File: src/rtl/regfile_param.sv
// Parametrised register file: two combinational read ports, two synchronous
// write ports (port 1 wins on collision), optional bypass / zero entry, bulk-clear sweep.
module regfile_param #(
  parameter int unsigned WIDTH   = 16,
  parameter int unsigned AW      = 3,
  parameter int unsigned BYPASS  = 1,
  parameter int unsigned ZERO_R0 = 0
) (
  input  logic             clk,
  input  logic             rst_n,
  input  logic [AW-1:0]    addrA,
  input  logic [AW-1:0]    addrB,
  output logic [WIDTH-1:0] outA,
  output logic [WIDTH-1:0] outB,
  input  logic [AW-1:0]    inAddr,
  input  logic [WIDTH-1:0] inData,
  input  logic             WE,
  input  logic [AW-1:0]    inAddr1,
  input  logic [WIDTH-1:0] inData1,
  input  logic             WE1,
  input  logic             clr_req,
  output logic             busy,
  output logic             wcol
);

  localparam int unsigned   DEPTH     = 2 ** AW;
  localparam logic [AW-1:0] LAST_ADDR = AW'(DEPTH - 1);

  typedef enum logic {
    IDLE  = 1'b0,
    CLEAR = 1'b1
  } state_e;

  state_e           state_q, state_d;
  logic [AW-1:0]    ptr_q, ptr_d;
  logic             wcol_q, wcol_d;
  logic [WIDTH-1:0] mem_q [DEPTH];
  logic [WIDTH-1:0] mem_d [DEPTH];

  logic             idle;
  logic             we0_eff;
  logic             we1_eff;
  logic             byp_en;
  logic [AW-1:0]    rd_addr [2];
  logic [WIDTH-1:0] rd_data [2];

  assign idle    = (state_q == IDLE);
  assign byp_en  = (BYPASS != 0) && idle;
  assign we0_eff = idle && WE  && !((ZERO_R0 != 0) && (inAddr  == '0));
  assign we1_eff = idle && WE1 && !((ZERO_R0 != 0) && (inAddr1 == '0));

  always_comb begin
    // NOTE: every output of a combinational block gets a default first so no latch is inferred.
    state_d = state_q;
    ptr_d   = ptr_q;
    unique case (state_q)
      IDLE: begin
        if (clr_req) begin
          state_d = CLEAR;
          ptr_d   = '0;
        end
      end
      CLEAR: begin
        ptr_d = ptr_q + 1'b1;
        if (ptr_q == LAST_ADDR) begin
          state_d = IDLE;
        end
      end
      default: begin
        state_d = IDLE;
        ptr_d   = '0;
      end
    endcase
  end

  // The collision is reported even when ZERO_R0 drops both writes to entry 0.
  assign wcol_d = idle && WE && WE1 && (inAddr == inAddr1);

  always_comb begin
    for (int i = 0; i < DEPTH; i++) begin
      mem_d[i] = mem_q[i];
    end
    if (we0_eff) begin
      mem_d[inAddr] = inData;
    end
    // Port 1 is applied after port 0 so it wins a same-address collision.
    if (we1_eff) begin
      mem_d[inAddr1] = inData1;
    end
    if (state_q == CLEAR) begin
      mem_d[ptr_q] = '0;
    end
  end

  always_ff @(posedge clk or negedge rst_n) begin
    if (!rst_n) begin
      state_q <= IDLE;
      ptr_q   <= '0;
      wcol_q  <= 1'b0;
      // NOTE: the storage array is reset too, because reads of unwritten entries must return 0.
      for (int i = 0; i < DEPTH; i++) begin
        mem_q[i] <= '0;
      end
    end else begin
      // NOTE: sequential state uses non-blocking assignments so all registers update together.
      state_q <= state_d;
      ptr_q   <= ptr_d;
      wcol_q  <= wcol_d;
      for (int i = 0; i < DEPTH; i++) begin
        mem_q[i] <= mem_d[i];
      end
    end
  end

  assign rd_addr[0] = addrA;
  assign rd_addr[1] = addrB;

  always_comb begin
    for (int p = 0; p < 2; p++) begin
      if ((ZERO_R0 != 0) && (rd_addr[p] == '0)) begin
        rd_data[p] = '0;
      end else if (byp_en && WE1 && (inAddr1 == rd_addr[p])) begin
        rd_data[p] = inData1;
      end else if (byp_en && WE && (inAddr == rd_addr[p])) begin
        rd_data[p] = inData;
      end else begin
        rd_data[p] = mem_q[rd_addr[p]];
      end
    end
  end

  assign outA = rd_data[0];
  assign outB = rd_data[1];
  assign busy = (state_q == CLEAR);
  assign wcol = wcol_q;

endmodule

File: config.mk
export PLATFORM = sky130hd
export DESIGN_NAME = regfile_param
export DESIGN_NICKNAME = d
export VERILOG_FILES = /design/src/rtl/regfile_param.sv
export SDC_FILE = /design/constraint.sdc
export NUM_CORES = 1
export LEC_CHECK = 0
export CAP_MARGIN = 20
export CORE_ASPECT_RATIO = 0.7
export CORE_MARGIN = 3
export CORE_UTILIZATION = 54
export DETAILED_ROUTE_END_ITERATION = 16
export PLACE_DENSITY = 0.78
export SLEW_MARGIN = 15
export SYNTH_ARGS = -nofsm -noshare
export SYNTH_HDL_FRONTEND = slang
export SYNTH_SLANG_ARGS = --single-unit
File: constraint.sdc
create_clock -name clk -period 2 [get_ports clk]
set_clock_uncertainty 0.15 [all_clocks]
set_input_delay 0.2 -clock clk [delete_from_list [all_inputs] [get_ports clk]]
set_output_delay 0.2 -clock clk [all_outputs]
set_load 0.01 [all_outputs]
# ---- After elaboration in Yosys (flattened, before gate mapping)
# Cells that the tools add are included.
# W data, S select, Z words.
dict set report totals {
  reg_bits 133
  input_bits 49
  output_inout_bits 34
}
dict set report op_classes {
  addsub 1
  order_cmp 8
  n_eq_ne 7
  mux 26
  bitwise_logic 8
  reduce_logical 11
}
# cell n
set op_table {}
lappend op_table {{$mux W128} 3}
lappend op_table {{$bwmux W128} 2}
lappend op_table {{$mux W16} 11}
lappend op_table {{$demux W16 S3} 3}
lappend op_table {{$and A128 B128 Y128} 1}
lappend op_table {{$not A128 Y128} 1}
lappend op_table {{$bmux W16 S3} 2}
lappend op_table {{$ge A4 B4 Y1 const B} 5}
lappend op_table {{$not A3 Y4} 5}
lappend op_table {{$eq A3 B3 Y1} 5}
lappend op_table {{$lt A4 B1 Y1 const B} 3}
lappend op_table {{$logic_and A1 B1 Y1} 11}
lappend op_table {{$pmux W3 S2} 1}
lappend op_table {{$add A3 B1 Y3 const B} 1}
lappend op_table {{$eq A3 B3 Y1 const B} 1}
lappend op_table {{$mux W3} 1}
lappend op_table {{$mux W1} 2}
lappend op_table {{$ne A2 B2 Y1 const B} 1}
lappend op_table {{$pmux W1 S2} 1}
lappend op_table {{$not A1 Y1} 1}

# ---- Depth between registers and ports, before layout
dict set report depth {
  ltp_word 11
  ltp_mapped 7
}

# ---- Worst setup path after synthesis
# No wires, ideal clock.
dict set report synth_path {
  path_type {reg2out}
  from {register state_q, in the netlist busy}
  to {output outB[5]}
  arrival_time_ns 1.654
  required_time_ns 1.650
  setup_slack_ns -0.004
  stages_incl_launch_ff 7
  path_cell_list {dfrtp_1 -> buf_6 -> nor2b_1 -> nand4_4 -> buf_2 -> mux2i_1 -> o21ai_1}
}
dict set report synth_between {
  elab_chain_cells 5
}
# item line_no
set synth_lines {}
lappend synth_lines {{start: declaration} 34} ;# state_e state_q, state_d;
lappend synth_lines {{start signal: assignment} 106} ;# state_q <= state_d;
lappend synth_lines {{$not A1 Y1 (*)} 47} ;# assign idle = (state_q == IDLE);
lappend synth_lines {{$logic_and A1 B1 Y1 (2 in series)} 124} ;# end else if (byp_en && WE && (inAddr == rd_addr[p])) begin
lappend synth_lines {{$mux W16} 124}
lappend synth_lines {{$mux W16 (*)} 122} ;# end else if (byp_en && WE1 && (inAddr1 == rd_addr[p])) begin
lappend synth_lines {{end: declaration} 14} ;# output logic [WIDTH-1:0] outB,
# Every way passes the cells marked *; elsewhere a longest branch is shown, timed or not.

# ---- Worst setup path after layout
dict set report layout_path {
  from {register mem_q[0] (netlist bit)}
  to {output outB[0]}
}
dict set report layout_between {
  elab_chain_cells 5
}
# item line_no
set layout_lines {}
lappend layout_lines {{start: declaration} 37} ;# logic [WIDTH-1:0] mem_q [DEPTH];
lappend layout_lines {{start signal: indexed assignment} 110} ;# mem_q[i] <= mem_d[i];
lappend layout_lines {{$bmux W16 S3} 127} ;# rd_data[p] = mem_q[rd_addr[p]];
lappend layout_lines {{$mux W16 (not written as such) (2 in series)} 127}
lappend layout_lines {{$mux W16} 124}
lappend layout_lines {{$mux W16} 122}
# No other way between the ends. The select of a mux whose other input is x is not followed.

==> Implementation_results.wiki <==
{| class="wikitable"
! Metric !! Value
|-
| Outcome || finished, violations left
|-
| Violations in the final reports || setup timing
|-
| Endpoint required time on the critical path || 1650 ps
|-
| Total wire length after detailed routing || 36100 um
|-
| Post-detailed-route wirelength per cell || 28.2 um
|-
| Worst IR Drop VDD || 0.000627 V
|-
| FF/Latch Area || 0.00333 sq mm
|-
| Top_reg_cell synth || dfrtp_1
|-
| Area growth from synthesis to layout || 27.1%
|-
| Overall fraction of global-route tracks in use || 35.2%
|-
| Transition time at the pin with the least slew margin || 492 ps
|-
| Startpoint of the most critical register-to-register path || busy
|-
| Starting density of the core || 56.2%
|-
| Non-Filler Cell Area, Final || 0.0125 sq mm
|-
| Fin. Hold Viols || 0
|-
| Final setup viols || 33
|-
| DR vias/cell || 7.06
|-
| Static Leak || 6.00 nW
|-
| Slowest Stage Delay on Critical Path || 490 ps
|-
| Number of different library cells in the post-synthesis netlist || 38
|-
| RD Place Congestion || 0.936
|-
| Warning count from the yosys run || 0
|-
| Minimum clock period || 2450 ps
|-
| Worst Setup Start Kind || flop
|-
| CTS tree || done
|-
| Total number of vias || 9041
|-
| Maximum number of pins on one net before global-route repair || 56
|-
| Clock tree buffer depth || 2
|-
| Leading post-synthesis cells by cell area || dfrtp_1 34%, mux2i_1 16%, mux4_1 11%
|-
| DRC || 0
|-
| Worst Hold Slack || 120 ps
|-
| Antenna-violating nets left || 0
|-
| Most frequent cell after synthesis || mux2i_1
|-
| Fill cells || 1180
|-
| Worst setup path class || flop to output port
|-
| Number of iterations in the first detailed-routing pass || 5
|-
| Number of top-level pins || 83
|-
| Proportion of layout cells with a drive suffix above 1 || 35.2%
|-
| Setup slack after layout || -447 ps
|-
| Root Buffer || clkbuf_16
|-
| Launching element of the worst setup path || mem_q[0]
|-
| Clock slew seen by the registers of the worst setup and hold paths || 60 ps
|-
| Number of diodes || 0
|-
| X dimension of the die || 167 um
|-
| Share of synthesized registers carrying an async set or reset || 100%
|-
| Critical-path cell with the highest stage delay || mux4_2
|-
| Fin crit share || 122%
|-
| Final core area utilization || 71.5%
|-
| Source-to-sink clock delay at the later pin of the worst-skew pair || 430 ps
|-
| Power per cell area || 1130 mW/mm^2
|-
| Avg Inst Size Synth || 11.0 sq um
|-
| Number of global-route vias before repair || 8979
|-
| Htree depth || 4
|-
| Post-Syn Area || 0.00985 sq mm
|-
| Detailed Place HPWL || 21600 um
|-
| Leftover overflow at the end of global routing || 0
|-
| Post-synthesis net count || 946
|-
| Largest area contributor in the netlist || dfrtp_1
|-
| Initial DRC count || 1480
|-
| Yosys top cell area share || 33.8%
|-
| Setup repair after global routing missed its margin || yes
|-
| Number of instances in the synthesized netlist || 895
|-
| Maximum clock frequency || 409 MHz
|-
| Most numerous cell types in the synthesized netlist || 161 x mux2i_1, 137 x nor2_1, 133 x dfrtp_1
|-
| First-pass GRT wire length || 53600 um
|-
| Maximum fanout count along the critical path || 3
|-
| Antenna violations before repair || 0
|-
| # Max-Cap Violations || 0
|-
| Total number of placement rows || 40
|-
| Count of input and output buffers || 82
|-
| Worst-case setup slack after placement || -785 ps
|-
| Area used by multi-input combinational logic || 0.00605 sq mm
|-
| Post-detailed-placement cell area || 0.0117 sq mm
|-
| Sequential fraction of the synthesis area || 33.8%
|-
| Max transition margin || 67.2%
|-
| CTS Buf Count || 17
|-
| Max-slew violations || 0
|-
| Arrival time of data at the critical path endpoint || 2100 ps
|-
| Hold/Removal Path Class || input port to asynchronous set/reset pin
|-
| Overall die area || 0.0199 sq mm
|-
| Area inside the core boundary || 0.0175 sq mm
|-
| Sequence of cells on the critical path || mux4_2 -> mux2_4 -> mux2i_1 -> buf_4 -> o21ai_2 -> buf_2
|-
| Element type at the critical path end || output port
|-
| EDFF count, synth || 0
|-
| Nets || 1087
|-
| Height of the chip || 119 um
|-
| Number of sinks driven by the clock tree || 133
|-
| Count of state elements after synthesis || 133
|}
-- placed cells by master, fill, tap and decap left out, types with 5 or more instances in the layout --
cell type	count
inv_6	5
mux2i_4	5
clkdlybuf4s50_1	43
buf_12	32
nand2b_1	6
dfrtp_1	132
buf_2	35
mux2i_1	152
o21ai_1	25
mux2_4	28
nor2_1	136
clkbuf_16	17
a211oi_2	18
nand2_1	43
buf_4	112
xor2_1	5
o21ai_2	6
mux4_2	64
a211oi_1	110
xnor2_1	7
-- logic make-up (layout without fill, tap and decap cells) --
group,Yosys count,in the layout,share of synthesized area [%]
muxes,257,257,36.2
and+or+nand+nor,214,214,9.83
AOI/OAI and AO/OA,163,163,12.0
DFF,133,133,33.8
buffers and inverters,111,265,6.59
xor gates and xnor gates,15,15,1.33
adders and majority gates,2,2,0.254
-- what timing repair did --
| item | CTS | global route |
|---|---|---|
| pin swaps | 10 | 17 |
| gates resized for setup | 214 | 29 |
| hold endpoints to repair | 97 | 0 |
| gates cloned | 3 | 0 |
| hold buffers | 1 | 0 |
| endpoints found under the setup margin | 50 | 45 |
| setup buffers | 16 | 7 |
-- registers in the layout, summed over array words and instances (netlist names) --
name and count:
mem_q 128, ptr_q 3, busy 1, wcol 1
-- critical path: cells and delay by family, from the launching register on --
family          cells  cell delay (ps)
flops               1              400
mux                 3              920
buf+inv             2              290
compound gates      1               50
-- path summary, 6_finish.rpt --
path,endpoint,depth (start not counted),slack [ps]
setup reg to reg,mem_q[51],5,-20
hold / removal,mem_q[70],2,120
max in group asynchronous,busy,3,880
min in group clk,ptr_q[1],2,290
setup / recovery,outB[0],6,-450
hold reg to reg,ptr_q[1],2,460
-- routing by layer --
layer	GRT usage (%)	up-vias	wire length, um
li1	-	3620	-
met2	52.1	820	15800
met5	0	-	0
met1	47.0	4392	13200
met4	16.7	0	1860
met3	11.8	209	5200
-- through the flow --
stage	total power, mW	instances	TNS, ps
after floorplan	7.76	895	0
after global routing	14.6	1280	-12640
after detailed placement	10.2	1221	-43650
final	14.1	1280	-11260
after global placement	9.91	1221	-39810
after CTS	13.6	1273	-10880
-- power by group --
group | switching, mW | internal, mW
clock network | 1.36 | 1.87
registers | 1.01 | 3.69
logic | 2.92 | 3.28
-- cell type report --
class	instances	area share, %
clock inverter	15	1.35
clock buffer	17	3.40
timing repair buffer	233	18.1
multi-input combinational	651	48.3
tap	231	2.31
sequential	133	26.6
No activity file was read; power rests on OpenSTA's default activity.
